File: src/rtl/tdm_demux8.sv
// Receive side of an 8:1 time-division link: collects eight serial DW-bit samples
// framed by sof and publishes them as one held, acknowledged parallel frame.
module tdm_demux8 #(
  parameter int DW = 1
) (
  input  logic            clk,
  input  logic            rst_n,
  input  logic [DW-1:0]   din,
  input  logic            in_valid,
  input  logic            sof,
  output logic [8*DW-1:0] ch_data,
  output logic            frame_valid,
  input  logic            frame_ack,
  output logic            busy,
  output logic [2:0]      slot,
  output logic            frame_err,
  output logic            drop_err,
  output logic            overrun
);

  localparam int NCH = 8;

  typedef enum logic {IDLE, COLLECT} state_t;

  state_t                  state, state_n;
  logic [2:0]              slot_n;
  // Slot 7 never lands here: it goes straight to ch_data on the publish edge.
  logic [(NCH-1)*DW-1:0]   shadow, shadow_n;
  logic [NCH*DW-1:0]       ch_data_n;
  logic                    frame_valid_n;
  logic                    frame_err_n;
  logic                    drop_err_n;
  logic                    overrun_n;
  logic                    publish;

  // Output handshake: frame_valid rises on publish and stays high until a cycle
  // with frame_ack=1; ch_data only changes on publish, so it never tears.
  always_comb begin
    state_n       = state;
    slot_n        = slot;
    shadow_n      = shadow;
    ch_data_n     = ch_data;
    frame_valid_n = frame_valid;
    frame_err_n   = 1'b0;
    drop_err_n    = 1'b0;
    overrun_n     = 1'b0;
    publish       = 1'b0;

    if (frame_ack) frame_valid_n = 1'b0;

    case (state)
      IDLE: begin
        if (in_valid) begin
          if (sof) begin
            shadow_n[DW-1:0] = din;
            slot_n           = 3'd1;
            state_n          = COLLECT;
          end else begin
            drop_err_n = 1'b1;
          end
        end
      end
      COLLECT: begin
        if (in_valid) begin
          if (sof) begin
            // Restart: stale slots of the aborted frame are rewritten before any publish.
            frame_err_n      = 1'b1;
            shadow_n[DW-1:0] = din;
            slot_n           = 3'd1;
          end else if (slot == 3'd7) begin
            publish = 1'b1;
            slot_n  = 3'd0;
            state_n = IDLE;
          end else begin
            for (int k = 0; k < NCH - 1; k++) begin
              if (slot == 3'(k)) shadow_n[k*DW +: DW] = din;
            end
            slot_n = slot + 3'd1;
          end
        end
      end
      default: state_n = IDLE;
    endcase

    if (publish) begin
      ch_data_n     = {din, shadow};
      frame_valid_n = 1'b1;
      overrun_n     = frame_valid & ~frame_ack;
    end
  end

  always_ff @(posedge clk or negedge rst_n) begin
    if (!rst_n) begin
      state       <= IDLE;
      slot        <= 3'd0;
      shadow      <= '0;
      ch_data     <= '0;
      frame_valid <= 1'b0;
      frame_err   <= 1'b0;
      drop_err    <= 1'b0;
      overrun     <= 1'b0;
    end else begin
      state       <= state_n;
      slot        <= slot_n;
      shadow      <= shadow_n;
      ch_data     <= ch_data_n;
      frame_valid <= frame_valid_n;
      frame_err   <= frame_err_n;
      drop_err    <= drop_err_n;
      overrun     <= overrun_n;
    end
  end

  assign busy = (state == COLLECT);

endmodule

File: config.mk
export PLATFORM = sky130hd
export DESIGN_NAME = tdm_demux8
export DESIGN_NICKNAME = d
export VERILOG_FILES = /design/src/rtl/tdm_demux8.sv
export SDC_FILE = /design/constraint.sdc
export NUM_CORES = 1
export LEC_CHECK = 0
export ABC_AREA = 1
export CAP_MARGIN = 20
export CORE_MARGIN = 8
export CORE_UTILIZATION = 44
export CTS_CLUSTER_SIZE = 16
export DETAILED_ROUTE_END_ITERATION = 10
export PLACE_DENSITY_LB_ADDON = 0.2
export SYNTH_ARGS = -nofsm -noshare
export SYNTH_HDL_FRONTEND = slang
export SYNTH_SLANG_ARGS = --single-unit
File: constraint.sdc
create_clock -name clk -period 1.4 [get_ports clk]
set_input_delay 0.14 -clock clk [delete_from_list [all_inputs] [get_ports clk]]
set_output_delay 0.14 -clock clk [all_outputs]
set_load 0.02 [all_outputs]
==> impl_metrics.yaml <==
routing:
  drt_iter0_markers: 32
  wl_per_cell_um: 12.7
  drc: 0
  vias: 869
  antenna_left: 0
  drtPass1Iterations: 4
  via_per_inst: 4.88
  wirelength_mm: 2.27
logic_synthesis:
  synth-adder-area-share: 0.0708
  synth_top_area_cell: "dfrtp_1"
  synth_ff_type: "dfrtp_1"
  syn_nets: 131
  syn_area_mm2: 0.00106
  synth_top_area_frac: 0.542
  synthXorXnorAreaFrac: 0
  async_reset_ff_frac: 1.00
  synthMuxAreaShare: 0
  avgSynthCellArea_um2: 8.92
  syn_inst: 119
  ys_types: 18
  ys_seq_area_frac: 0.542
  ys_seq_elements: 23
  synth.most_common_cell: "nand2_1"
  synth_compound_area_frac: 0.0637
  synth_simple_gate_area_frac: 0.244
  synthTopCellsByCount: "30 x nand2_1, 23 x dfrtp_1, 17 x nand3_1, 16 x inv_1"
  synth_warnings: 0
  synth_top_family_by_area: "simple AND/OR/NAND/NOR gates"
  yosys-top-cells-area: "dfrtp_1 54%, nand2_1 11%, nand3_1 8.0%"
  synth_edf_count: 0
setup_path:
  critPathSlowestCell: "dfrtp_2"
  endpoint: "shadow[0]$_DFFE_PN0P_"
  path_cells: "ha_4 > ha_4 > buf_4 > nor2_1 > nand3_1 > nand3_1 > nand2_1"
  critPathTopFamily: "flip-flops"
  timing.rr.start: "slot[0]$_DFFE_PN0P_"
  start_kind: "register"
  ff2ff_path_depth: 7
  cp.depth: 7
  critPathBufInv: 1
  crit_path_end_kind: "register"
  worstPathRequired_ns: 1.62
  worst_ep_arrival_time_ns: 1.62
  slowest_delay_ns: 0.45
  cp-startpoint: "slot[0]$_DFFE_PN0P_"
  cp_max_fo: 5
  r2r_slack_ns: -0.0009
  worst-setup-path-type: "reg2reg"
  r2r_end: "shadow[0]$_DFFE_PN0P_"
placed_design:
  post-place-ws_ns: -0.0276
  port_buffers: 21
  dp_hpwl_mm: 1.71
  placed_cell_area_mm2: 0.00138
  place_congestion: 0.861
sta:
  max_clock_freq_ghz: 0.714
  fin_hold_ws_ns: 0.159
  finalCritPeriodShare: 1.00
  setup_viol: 1
  max-slew-margin-rel: 0.807
  finalMaxSlewViolations: 0
  rsz0062_at_grt: "true"
  setup_tns_ns: -0.000908
  fin_ws_ns: -0.000908
  final-hold-violation-count: 0
  fin_skew_ns: 0.00384
  worst_pin_slew_ns: 0.289
  fin_crit_ns: 1.40
clock_tree:
  cts_max_level: 1
  clock-sinks: 23
  cts_tree: "built"
  root_buffer: "clkbuf_4"
  clk_transition_reported_paths_ns: 0.13
  numCtsBuffers: 3
  cts_buffer_depth: 2
  cts_hold_buf: 0
  worst_skew_pair.late_latency_ns: 0.31
die:
  start_util: 0.471
  io_pins: 22
  std_cell_rows: 17
  chipHeight_um: 65.1
  coreArea_mm2: 0.00225
  die_w_um: 65.1
  dieArea_mm2: 0.00424
layout:
  syn_to_final_growth_pct: 34.3
  layout.nets: 163
  num_antenna_cells: 0
  fin_area_mm2: 0.00143
  n_fill_cell: 199
  drive_gt1_frac: 0.173
global_routing:
  grt_antenna_before_repair: 0
  overflow: 0
  first_global_vias: 823
  grt_max_degree: 24
  grt_pass1_wl_mm: 3.81
  grt_usage: 0.112
pwr:
  p_seq_frac: 0.479
  p_per_area_mw_per_mm2: 1390
  combPwrFrac: 0.363
  clockPowerShare: 0.158
  power.switching_uw: 732
  switching_share: 0.370
  p_leak_nw: 0.806
  ir_worst_vdd_v: 0.000676
  p_int_mw: 1.25
job:
  max_cap_violations: 0
worst_hold_path:
  min_path_type: "in2async"
run_status:
  outcome: "complete, but fails checks"
  violations: "negative setup slack"
cell usage in the layout (no fill, tap or decap), types with 2 or more instances in the layout:
| cell type | n |
|---|---|
| a21oi_1 | 2 |
| buf_4 | 8 |
| clkbuf_4 | 3 |
| clkdlybuf4s50_1 | 5 |
| dfrtp_1 | 21 |
| dfrtp_2 | 2 |
| dlygate4sd2_1 | 12 |
| dlymetal6s2s_1 | 3 |
| ha_1 | 3 |
| ha_4 | 2 |
| inv_1 | 15 |
| nand2_1 | 30 |
| nand3_1 | 16 |
| nor2_1 | 6 |
| nor2_2 | 2 |
| o21ai_0 | 6 |
per-layer routing:
layer	routed length [um]	GRT usage	vias to the layer above
met4	38	0.0327	0
met1	1010	0.137	389
met3	144	0.0288	9
li1	-	-	439
met5	0	0	-
met2	1070	0.189	32
stage by stage:
stage	instances	utilization	total power, mW
global placement	174	0.611	1.71
finish	178	0.632	1.98
floorplan	119	-	1.36
CTS	178	0.619	1.97
global route	178	0.632	2.11
detailed placement	174	0.611	1.74
flip-flops by register name, indices dropped and copies added, names as in the netlist:
| register | flops |
|---|---|
| frame_valid | 1 |
| drop_err | 1 |
| busy | 1 |
| frame_err | 1 |
| ch_data | 8 |
| overrun | 1 |
| shadow | 7 |
| slot | 3 |
worst min-delay path by stage:
stage / start / slack (ns) / endpoint
after detailed placement: ch_data[0]$_DFFE_PN0P_ / 0.46 / ch_data[0]$_DFFE_PN0P_
after global placement: ch_data[3]$_DFFE_PN0P_ / 0.45 / ch_data[3]$_DFFE_PN0P_
after CTS: rst_n / 0.17 / drop_err$_DFF_PN0_
final: rst_n / 0.16 / frame_err$_DFF_PN0_
after floorplan: rst_n / -0.16 / busy$_DFF_PN0_
after global routing: rst_n / 0.19 / drop_err$_DFF_PN0_
logic make-up after synthesis:
| kind of cell | after synthesis |
|---|---|
| simple gates | 59 |
| flops | 23 |
| buf+inv | 19 |
| compound gates | 12 |
| fa+ha+maj | 6 |
area by class of cell:
type | instances | area (um^2) | share of cell area
flip-flops and latches | 23 | 578 | 0.406
well taps | 28 | 35.0 | 0.0246
clock inverters | 1 | 5.00 | 0.00351
clock buffers | 3 | 22.5 | 0.0158
inverters | 16 | 60.1 | 0.0421
repair buffers | 30 | 283 | 0.198
multi-input cells | 77 | 442 | 0.310
power by group through the flow:
stage	Clock (mW)	Sequential (mW)	Combinational, mW
6_report	0.313	0.947	0.717
5_1_grt	0.339	0.971	0.799
4_1_cts	0.316	0.949	0.707
3_5_place_dp	0	0.963	0.773
3_3_place_gp	0	0.954	0.755
2_1_floorplan	0	1.09	0.273
what timing repair did:
action	4_1_cts	5_1_grt
pin swaps	0	1
buffers inserted	0	0
gates cloned	0	0
setup endpoints to repair	20	9
gates resized for setup	15	10
Note: power is estimated with default switching activity, not from simulation.
==> patch (same settings) <==
Reset style: synchronous (`rst_n`), changed in one clocked block.
--- a/src/rtl/tdm_demux8.sv
+++ b/src/rtl/tdm_demux8.sv
@@ -91,3 +91,3 @@
 
-  always_ff @(posedge clk or negedge rst_n) begin
+  always_ff @(posedge clk) begin
     if (!rst_n) begin
Formal check against the unedited RTL: differs if rst_n is asserted again (counterexample within 4 cycles, from zero or initial values and one cycle with rst_n low); with rst_n held inactive, the same outputs for 10 cycles.
==> patch against the original RTL <==
Critical path depth decreased by 1; design area increased by 4.4%; setup slack improved by 0.062 ns; worst hold slack improved by 0.33 ns; wire length increased by 19%; first-iteration DRC count decreased by 13%; sequential cell count unchanged; area after synthesis increased by 4.6%; non-clock buffer count increased by 2; critical endpoint is now ch_data[0]; highest routed layer unchanged.
Power is not compared: it rests on default switching activity, and its combinational part moved more than twofold at a synthesized area within 25%.
==> patch: results (changes against the original RTL) <==
[critical_path]
slowest_delay_ns = 0.38  ; -0.07 ns
timing.rr.end = ch_data[0]
cp_max_fo = 6  ; +1
rr_startpoint = slot[0]

[grt]
grt_pass1_vias = 904  ; +9.8%
grt_pass1_wl_um = 4360  ; +14%

[placement]
gp_congestion = 0.822  ; -4.5%
place_inst = 205  ; +18%
dp_hpwl_um = 1900  ; +11%

[sta]
skew_ns = 0.0138  ; +0.0100 ns
setup_viol = 0  ; -1
fin_hold_ws_ns = 0.493  ; +0.334 ns
relSlewSlack = 0.815  ; +0.00755

[detailed_routing]
wl_met1_um = 1230  ; +21%
num_vias = 1008  ; +16%
drt-initial-drc-count = 28  ; -13%
viasPerCell = 4.75  ; -2.6%
wl_met3_um = 186  ; +29%
drt_first_pass_iters = 5  ; +1

[status]
status = finished clean

[yosys]
synth_async_sr_flop_share = 0  ; -1.00
ys_types = 19  ; +1
synthTopCellsByCount = nor2_1 (37), nand2_1 (28), dfxtp_1 (23), inv_1 (13), nand3_1 (9)
syn_inst = 149  ; +25%
ys_seq_area_frac = 0.415  ; -0.128

[pwr]
total_power_mw = 1.15

## patch: changes by cell type in the layout (fill, tap and decap cells not counted), sizes merged, moves of 2 or more
| cell | change |
|---|---|
| nor2 | +33 |
| dfrtp | -23 |
| dfxtp | +23 |
| nand3 | -8 |
| nand3b | +7 |
| o21ai | -5 |
| a21oi | +3 |
| nor3 | +3 |
| buf | +2 |
| dlygate4sd2 | +2 |
| inv | -2 |
| nor3b | +2 |
## patch: worst max-delay path by stage
stage	to	cells after the start	from	slack [ns]
6_report	ch_data[0]	6	slot[0]	0.06
5_1_grt	ch_data[0]	6	slot[0]	-0.005
3_5_place_dp	shadow[3]	6	sof	-0.06
2_1_floorplan	shadow[1]	7	slot[0]	0.03
3_3_place_gp	shadow[3]	6	sof	-0.04
4_1_cts	overrun	1	overrun	0.0001
## patch: layout make-up
cell class	count	area, µm²	share of cell area
tap	30	37.5	0.0252
timing repair buffer	32	293	0.197
clock inverter	1	5.00	0.00336
sequential	23	463	0.311
multi-input combinational	108	607	0.408
clock buffer	3	22.5	0.0151
inverter	15	60.1	0.0404
## patch: per-layer routing
metal	global-route usage	vias up
met2	0.185	33
met5	0	-
met3	0.0305	7
met1	0.173	435
li1	-	533
met4	0.0560	0
## patch: repair_timing
item / CTS / global route
gates cloned: 1 / 0
endpoints found under the setup margin: 19 / 15
buffers inserted: 1 / 1
hold buffers: 0 / 0
resized for setup: 18 / 4
pin swaps: 1 / 5
## patch: kinds of logic (layout without fill, tap and decap cells)
group / after synthesis / in the layout / synth area share
buf+inv: 19 / 51 / 0.0879
compound gates: 8 / 8 / 0.0395
simple gates: 93 / 94 / 0.390
flops: 23 / 23 / 0.415
fa+ha+maj: 6 / 6 / 0.0676
